==> src/rtl/inst_fetcher.sv <==
// Front-end fetch unit: owns the PC, looks up the Icache, refills from the memory controller on a miss
// and delivers one instruction per cycle to the decoder. Define IF_STATIC_PREDICT_EN for static JAL/backward-branch prediction.
module inst_fetcher #(
  parameter logic [31:0] RESET_PC = 32'h0
) (
  input  logic        clk_in,
  input  logic        rst_in,
  input  logic        rdy_in,
  output logic [31:0] if_to_ic_inst_addr,
  output logic [31:0] if_to_ic_inst,
  output logic        if_to_ic_inst_valid,
  input  logic        ic_to_if_hit,
  input  logic [31:0] ic_to_if_hit_inst,
  output logic        if_to_mc_req,
  output logic [31:0] if_to_mc_addr,
  input  logic        mc_to_if_done,
  input  logic [31:0] mc_to_if_inst,
  input  logic        dec_stall_in,
  output logic        if_to_dec_valid,
  output logic [31:0] if_to_dec_inst,
  output logic [31:0] if_to_dec_pc,
  output logic        if_to_dec_pred_jump,
  input  logic        rob_flush_in,
  input  logic [31:0] rob_new_pc
);

  typedef enum logic {
    S_FETCH,
    S_WAIT
  } state_e;

  state_e      state_q, state_d;
  logic [31:0] pc_q, pc_d;
  logic [31:0] miss_addr_q, miss_addr_d;
  logic [31:0] mc_addr_q, mc_addr_d;
  logic        req_q, req_d;
  logic        dec_valid_q, dec_valid_d;
  logic [31:0] dec_inst_q, dec_inst_d;
  logic [31:0] dec_pc_q, dec_pc_d;
  logic        pred_q, pred_d;

  logic [31:0] next_pc;
  logic        pred_taken;

`ifdef IF_STATIC_PREDICT_EN
  logic [6:0]  opcode;
  logic [31:0] j_imm;
  logic [31:0] b_imm;

  always_comb begin
    opcode     = ic_to_if_hit_inst[6:0];
    j_imm      = {{11{ic_to_if_hit_inst[31]}}, ic_to_if_hit_inst[31], ic_to_if_hit_inst[19:12],
                  ic_to_if_hit_inst[20], ic_to_if_hit_inst[30:21], 1'b0};
    b_imm      = {{19{ic_to_if_hit_inst[31]}}, ic_to_if_hit_inst[31], ic_to_if_hit_inst[7],
                  ic_to_if_hit_inst[30:25], ic_to_if_hit_inst[11:8], 1'b0};
    next_pc    = pc_q + 32'd4;
    pred_taken = 1'b0;
    if (opcode == 7'b1101111) begin
      next_pc    = pc_q + j_imm;
      pred_taken = 1'b1;
    end else if (opcode == 7'b1100011 && ic_to_if_hit_inst[31]) begin
      // only backward branches are predicted taken
      next_pc    = pc_q + b_imm;
      pred_taken = 1'b1;
    end
  end
`else
  assign next_pc    = pc_q + 32'd4;
  assign pred_taken = 1'b0;
`endif

  always_comb begin
    state_d     = state_q;
    pc_d        = pc_q;
    miss_addr_d = miss_addr_q;
    mc_addr_d   = mc_addr_q;
    req_d       = req_q;
    dec_valid_d = dec_valid_q;
    dec_inst_d  = dec_inst_q;
    dec_pc_d    = dec_pc_q;
    pred_d      = pred_q;
    // rdy_in low freezes everything, including a valid pulse already on the decoder port
    if (rdy_in) begin
      dec_valid_d = 1'b0;
      unique case (state_q)
        S_FETCH: begin
          if (rob_flush_in) begin
            pc_d = rob_new_pc;
          end else if (!dec_stall_in) begin
            if (ic_to_if_hit) begin
              dec_valid_d = 1'b1;
              dec_inst_d  = ic_to_if_hit_inst;
              dec_pc_d    = pc_q;
              pred_d      = pred_taken;
              pc_d        = next_pc;
            end else begin
              miss_addr_d = pc_q;
              mc_addr_d   = pc_q;
              req_d       = 1'b1;
              state_d     = S_WAIT;
            end
          end
        end
        S_WAIT: begin
          // a redirect does not cancel the refill; the line is still valid for miss_addr
          if (rob_flush_in) begin
            pc_d = rob_new_pc;
          end
          if (mc_to_if_done) begin
            req_d   = 1'b0;
            state_d = S_FETCH;
          end
        end
        default: state_d = S_FETCH;
      endcase
    end
  end

  always_ff @(posedge clk_in) begin
    if (rst_in) begin
      state_q     <= S_FETCH;
      pc_q        <= RESET_PC;
      miss_addr_q <= '0;
      mc_addr_q   <= '0;
      req_q       <= 1'b0;
      dec_valid_q <= 1'b0;
      dec_inst_q  <= '0;
      dec_pc_q    <= '0;
      pred_q      <= 1'b0;
    end else begin
      state_q     <= state_d;
      pc_q        <= pc_d;
      miss_addr_q <= miss_addr_d;
      mc_addr_q   <= mc_addr_d;
      req_q       <= req_d;
      dec_valid_q <= dec_valid_d;
      dec_inst_q  <= dec_inst_d;
      dec_pc_q    <= dec_pc_d;
      pred_q      <= pred_d;
    end
  end

  assign if_to_ic_inst_addr  = (state_q == S_WAIT) ? miss_addr_q : pc_q;
  assign if_to_ic_inst       = mc_to_if_inst;
  assign if_to_ic_inst_valid = (state_q == S_WAIT) && mc_to_if_done && rdy_in;
  assign if_to_mc_req        = req_q;
  assign if_to_mc_addr       = mc_addr_q;
  assign if_to_dec_valid     = dec_valid_q;
  assign if_to_dec_inst      = dec_inst_q;
  assign if_to_dec_pc        = dec_pc_q;
  assign if_to_dec_pred_jump = pred_q;

endmodule

==> config.mk <==
export PLATFORM = sky130hd
export DESIGN_NAME = inst_fetcher
export DESIGN_NICKNAME = d
export VERILOG_FILES = /design/src/rtl/inst_fetcher.sv
export SDC_FILE = /design/constraint.sdc
export NUM_CORES = 1
export LEC_CHECK = 0
export BUFFER_PORTS_ARGS = -buffer_cell sky130_fd_sc_hd__buf_2
export CAP_MARGIN = 5
export CORE_UTILIZATION = 30
export DETAILED_ROUTE_END_ITERATION = 8
export PLACE_DENSITY = 0.54
export SYNTH_ARGS = -nofsm -noshare
export SYNTH_HDL_FRONTEND = slang
export SYNTH_SLANG_ARGS = --single-unit
==> constraint.sdc <==
create_clock -name clk_in -period 1.8 [get_ports clk_in]
set_input_delay 0.09 -clock clk_in [delete_from_list [all_inputs] [get_ports clk_in]]
set_output_delay 0.09 -clock clk_in [all_outputs]
set_load 0.01 [all_outputs]
==> metrics.log, run 1 <==
INFO  metric ios = around 270
INFO  metric global_route_usage_sum = 18.8%
INFO  metric timing.final.setup_violations = 0
INFO  metric route.vias.total = 6,296
INFO  metric run_status = complete, no violations
INFO  metric leakagePower = 3.72 nW
INFO  metric worst-path-max-fanout = 4
INFO  metric die_height = around 150 um
INFO  metric initial_utilization = 30.9%
INFO  metric setup.worst_path.start_class = flop
INFO  metric cts_tree = done
INFO  metric fin_nets = 1,138
INFO  metric drv_slew = 0
INFO  metric seq_area_frac_synth = 41.6%
INFO  metric final_period_minus_worst_setup_slack = approximately 1700 ps
INFO  metric wl_per_cell = approximately 15 um
INFO  metric path_clk_slew = 60 ps
INFO  metric ys_async_sr_fraction = 0%
INFO  metric hp-class = input port to flop
INFO  metric number_of_flops_mapped_to_enable_cells_by_yosys = 0
INFO  metric pre_cts_ws = ~12 ps
INFO  metric drc = 0
INFO  metric setup.worst_path.class = flop to flop
INFO  metric postPlaceCellArea = 0.00759 sq mm
INFO  metric cts_inserted_buffers = 17
INFO  metric worst_ep_arrival_time = 2040 ps
INFO  metric via_count_of_the_first_global_routing_pass = about 6,000
INFO  metric rsz0062_at_grt = true
INFO  metric gpl.final_weighted_congestion = 0.766
INFO  metric synth_cell_type_count = 65
INFO  metric most_numerous_cell_in_the_yosys_netlist = nand2_1
INFO  metric drt_iter0_markers = ~410
INFO  metric final_layout_size_suffix_gt1_share = 35.1%
INFO  metric globalRouteOverflowTotal = 0
INFO  metric grt_antenna_before_repair = 1
INFO  metric fillerInstances = between 2,000 and 2,500
INFO  metric core.rowCount = 52
INFO  metric detailed_place_hpwl = 14,100 um
INFO  metric postSynthNetCount = 905
INFO  metric synth_top_cells_by_count = nand2_1, dfxtp_1, a21oi_1
INFO  metric cts-root-to-sink-buffers = 2
INFO  metric irDropWorstVdd = 0.000624 V
INFO  metric clock_insertion_delay_worst_skew = around 420 ps
INFO  metric drt.antenna.violating_nets = 0
INFO  metric clock_tree.root_cell = clkbuf_16
INFO  metric cp_data_required_time = 2110 ps
INFO  metric clock_sink_count = 131
INFO  metric power-per-cell-area = 840 mW/mm^2
INFO  metric synthFlopType = dfxtp_1
INFO  metric ys_ff_latch = roughly 130
INFO  metric htree_levels = 4
INFO  metric setup.worst_path.end_class = flop
INFO  metric floorplan.die_area = 0.0216 sq mm
INFO  metric route.final.wire_length = 20,300 um
INFO  metric cap_viol_max_count = 0
INFO  metric syn-instance-count = 801
INFO  metric grt_start_max_net_pins = 51
INFO  metric synth.top_cells.by_area = dfxtp_1, nand2_1, a21oi_1
INFO  metric vias_per_cell = between 4 and 5
INFO  metric coreArea = 0.0204 sq mm
INFO  metric die_width = 147 um
INFO  metric synth_top_area_share = between 40% and 50%
INFO  metric hold_violations = 0
INFO  metric fin_crit_sh = ~96%
INFO  metric grt_first_pass_wirelength = ~32,000 um
INFO  metric synth.cell_area = 0.00631 sq mm
INFO  metric yosys_warnings = 0
INFO  metric layout.area.seq = roughly 0.0026 sq mm
INFO  metric io_buffer_count = 201
INFO  metric slack_of_the_critical_path = just over 70 ps
INFO  metric detail_route.first_pass.iterations = 4
INFO  metric max_clock_freq = ~580 MHz
INFO  metric layout.cell_area.non_filler = 0.00872 sq mm
INFO  metric fin_worst_skew = ~11 ps
INFO  metric num_antenna_cells = 0
INFO  metric flow.area_growth_from_synthesis = 38.3%
INFO  metric postSynthAreaPerCell = 7.87 sq um
INFO  metric synth_top_area_cell = dfxtp_1
INFO  metric multiInputGateArea = between 0.003 and 0.004 sq mm
## worst max-delay path: stages (launching register included)
cell     delay [ps]
dfxtp_1         370
nand4_4         150
or4_4           580
nor4_4          200
nand2_1          80
a41o_1          240
## metrics by stage
step | total power [mW] | hold WS (ps) | cells | utilization, % | setup TNS, ps
detailed placement | 3.84 | 180 | 1234 | 37.1 | 0
global route | 7.65 | 5.32 | 1317 | 42.7 | -24.7
CTS | 7.41 | 1.30 | 1314 | 42.3 | 0
finish | 7.33 | 12.7 | 1317 | 42.7 | 0
global placement | 3.84 | 180 | 1234 | 37.1 | 0
floorplan | 3.58 | 226 | 801 | - | 0
## layout make-up
type	instances	share of cell area [%]
multi-input combinational	559	35.3
sequential	131	30.1
timing repair buffer	320	23.8
clock buffer	17	4.88
tap	270	3.87
clock inverter	15	1.79
inverter	5	0.215
## logic make-up after synthesis
kind of cell / share of synthesized area, %
and+or+nand+nor: 24.6
other: 0.0595
DFF: 41.6
AOI/OAI and AO/OA: 17.5
buffers and inverters: 10.7
muxes: 5.34
adders and majority gates: 0.198
## registers in the layout, summed over array words and instances (netlist names)
register / cells
if_to_dec_inst: 32
if_to_mc_addr: 32
pc_q: 32
if_to_dec_valid: 1
if_to_dec_pc: 32
if_to_mc_req: 1
state_q: 1
## metal layers
| layer | wire length, um | up-vias | global-route usage, % |
|---|---|---|---|
| met2 | 9490 | 193 | 30.6 |
| met3 | 1270 | 20 | 5.22 |
| met1 | 9320 | 2913 | 24.1 |
| li1 | - | 3168 | - |
| met5 | 17 | - | 0 |
| met4 | 203 | 2 | 5.77 |
## power by group
part | switching, mW | total (mW) | internal, mW
clock network | 1.41 | 3.46 | 2.05
logic | 0.445 | 0.831 | 0.386
registers | 0.0612 | 3.03 | 2.97
total | 1.92 | 7.33 | 5.41
## placed cells by master, fill, tap and decap left out, types with 7 or more instances in the layout
cell / synthesis / final
nand2_1: 236 / 235
buf_2: 12 / 200
dfxtp_1: 131 / 126
a21oi_1: 119 / 119
buf_4: 34 / 70
dlygate4sd3_1: 0 / 44
mux2_2: 29 / 29
nor2_1: 26 / 25
clkbuf_16: 0 / 17
o21ai_0: 16 / 14
nand3_1: 14 / 14
nand4_1: 11 / 11
nor3_1: 11 / 9
and3_1: 7 / 7
a211oi_1: 7 / 7
## repair_timing
| item | CTS | global route |
|---|---|---|
| endpoints found under the hold margin | 43 | 0 |
| gates resized for setup | 0 | 13 |
| hold buffers | 44 | 0 |
| setup buffers | 4 | 3 |
| pin swaps | 3 | 5 |
| cloned | 0 | 0 |
| setup endpoints to repair | 1 | 58 |
## path summary, 6_finish.rpt
check / start / endpoint / slack (ps) / depth (start not counted)
max: pc_q[13]$_SDFFE_PP0P_ / pc_q[31]$_SDFFE_PP0P_ / 70 / 5
min reg2reg: if_to_dec_pc[11]$_SDFFE_PP0P_ / if_to_dec_pc[11]$_SDFFE_PP0P_ / 450 / 2
min: rob_new_pc[9] / pc_q[9]$_SDFFE_PP0P_ / 10 / 3
max reg2reg: pc_q[13]$_SDFFE_PP0P_ / pc_q[31]$_SDFFE_PP0P_ / 70 / 5
Power figures use the tool's default switching activity.
==> run 2, diff against run 1 <==
--- a/config.mk
+++ b/config.mk
@@ -10,6 +10,7 @@
 export CORE_UTILIZATION = 30
 export DETAILED_ROUTE_END_ITERATION = 8
 export PLACE_DENSITY = 0.54
+export SETUP_SLACK_MARGIN = 0.3
 export SYNTH_ARGS = -nofsm -noshare
 export SYNTH_HDL_FRONTEND = slang
 export SYNTH_SLANG_ARGS = --single-unit
==> metrics.log, run 2 (synthesis gave the netlist of run 1 again) <==
INFO  metric die_width = 147 um
INFO  metric cts_tree = done
INFO  metric timing.setup.tns = -262 ps
INFO  metric cp_data_required_time = 2150 ps
INFO  metric cts-root-to-sink-buffers = 2
INFO  metric drv_slew = 0
INFO  metric hp-class = input port to flop
INFO  metric switching_share = 26.9%
INFO  metric cts_inserted_buffers = 17
INFO  metric gpl.final_weighted_congestion = 0.767
INFO  metric drt.antenna.violating_nets = 0
INFO  metric path_clk_slew = approximately 60 ps
INFO  metric grt_antenna_before_repair = 3
INFO  metric fin_nets = 1,185
INFO  metric via_count_of_the_first_global_routing_pass = 6,268
INFO  metric max_clock_freq = approximately 550 MHz
INFO  metric worst_ep_arrival_time = 2190 ps
INFO  metric cap_viol_max_count = 0
INFO  metric power.switching = between 2 and 2.5 mW
INFO  metric detailed_place_hpwl = 14,500 um
INFO  metric drt_iter0_markers = 350
INFO  metric clock_sink_count = 131
INFO  metric final_period_minus_worst_setup_slack = roughly 1800 ps
INFO  metric htree_levels = 4
INFO  metric hold_violations = 0
INFO  metric most-common-layout-cells = buf_2, nand2_1, dfxtp_1
INFO  metric run_status = finished, violations left
INFO  metric crit_chain = or4b_4 -> buf_6 -> nor2_4 -> clkbuf_16 -> nand2_2 -> a21oi_1
INFO  metric floorplan.die_area = ~0.022 sq mm
INFO  metric grt_start_max_net_pins = 53
INFO  metric power.total = between 7 and 8 mW
INFO  metric setup.worst_path.start_class = flop
INFO  metric route.final.wire_length = 25,700 um
INFO  metric seq_power_share = 39.6%
INFO  metric vias_per_cell = 5.09
INFO  metric power.share.clock = 44.4%
INFO  metric leakagePower = approximately 5 nW
INFO  metric fillerInstances = about 1,800
INFO  metric globalRouteOverflowTotal = 0
INFO  metric critical_path.max_stage_delay = 510 ps
INFO  metric final_cells = 1,364
INFO  metric layout.cell_area.non_filler = 0.0110 sq mm
INFO  metric combPwrFrac = 16.0%
INFO  metric postPlaceCellArea = 0.00763 sq mm
INFO  metric flow.area_growth_from_synthesis = 74.2%
INFO  metric timing.final.setup_violations = 17
INFO  metric route.vias.total = around 6,900
INFO  metric setup.worst_path.class = flop to flop
INFO  metric timing.critical_path.slowest_stage_cell = or4b_4
INFO  metric grt_first_pass_wirelength = 33,800 um
INFO  metric io_buffer_count = 201
INFO  metric final_layout_size_suffix_gt1_share = 56.3%
INFO  metric finalCoreUtilization = 53.8%
INFO  metric wl_per_cell = 18.8 um
INFO  metric post-place-cells = 1,235
INFO  metric global_route_usage_sum = 20.0%
INFO  metric pre_cts_ws = -9.83 ps
INFO  metric fin_crit_sh = 102%
INFO  metric core.rowCount = 52
INFO  metric drc = 0
INFO  metric coreArea = 0.0204 sq mm
INFO  metric power-per-cell-area = roughly 700 mW/mm^2
INFO  metric internal_power = between 5 and 6 mW
INFO  metric worst_hold_slack = 22.0 ps
INFO  metric worst-path-max-fanout = 8
INFO  metric setup.worst_path.end_class = flop
INFO  metric failed_checks = setup timing
INFO  metric initial_utilization = 30.9%
INFO  metric clock_tree.root_cell = clkbuf_16
INFO  metric num_antenna_cells = 0
INFO  metric rsz0062_at_grt = true
INFO  metric die_height = 147 um
INFO  metric slack_of_the_critical_path = -33.3 ps
INFO  metric layout_commonest_cell = buf_2
INFO  metric irDropWorstVdd = around 0.00069 V
INFO  metric ios = ~270
INFO  metric detail_route.first_pass.iterations = 5
INFO  metric clock_insertion_delay_worst_skew = 420 ps
INFO  metric fin_worst_skew = 8.26 ps
## run 2: changes by cell type in the layout (fill, tap and decap cells not counted), moves of 7 or more
cell       previous run  this run
a21oi_1             119        36
a21oi_2               0        82
buf_12                5        16
buf_2               200       170
buf_4                70        63
buf_6                 1        55
clkbuf_16            17        29
mux2_2               29         3
mux2_4                0        26
nand2_1             235       150
nand2_2               2        16
nand2_4               0        71
## run 2: worst max-delay path, delay by kind of cell (launching register included)
family / cells / cell delay (ps)
AOI/OAI and AO/OA: 1 / 130
and+or+nand+nor: 3 / 840
DFF: 1 / 360
buffers and inverters: 2 / 420
## run 2: power by group through the flow
stage	combinational (mW)	sequential (mW)	clock, mW
2_1_floorplan	0.504	3.09	0
3_3_place_gp	0.757	3.10	0
3_5_place_dp	0.758	3.10	0
4_1_cts	0.871	3.04	3.49
5_1_grt	1.30	3.05	3.61
6_report	1.23	3.05	3.42
## run 2: final cells by class
type                            instances  area [sq um]  area share, %
Sequential cell                       131          2640           24.0
Timing Repair Buffer                  365          3110           28.3
Clock inverter                         10           109          0.991
Inverter                                5          18.8          0.171
Clock buffer                           22           454           4.13
Tap cell                              270           338           3.08
Multi-Input combinational cell        561          4320           39.3
## run 2: what timing repair did
action | 4_1_cts | 5_1_grt
gates cloned | 2 | 15
pin swaps | 12 | 153
setup endpoints to repair | 157 | 159
hold endpoints to repair | 42 | 1
hold buffers | 42 | 1
setup buffers | 14 | 23
gates resized for setup | 38 | 379
## run 2: worst paths after layout
| check | startpoint | endpoint | slack (ps) | cells past startpoint |
|---|---|---|---|---|
| worst min register to register | if_to_dec_pc[19]$_SDFFE_PP0P_ | if_to_dec_pc[19]$_SDFFE_PP0P_ | 450 | 2 |
| worst min-delay path | rob_new_pc[26] | pc_q[26]$_SDFFE_PP0P_ | 20 | 3 |
| worst max register to register | state_q$_SDFFE_PP0P_ | if_to_mc_addr[31]$_SDFFE_PP0P_ | -30 | 6 |
| worst max-delay path | state_q$_SDFFE_PP0P_ | if_to_mc_addr[31]$_SDFFE_PP0P_ | -30 | 6 |
## run 2: per-layer routing
metal  share of wire [%]  vias up  global-route usage, %
met2                  49      260                   33.7
met5               0.043        -                      0
met4                 3.8        2                   7.53
li1                    -     3284                      -
met3                 5.9       66                   4.69
met1                  42     3336                   24.8
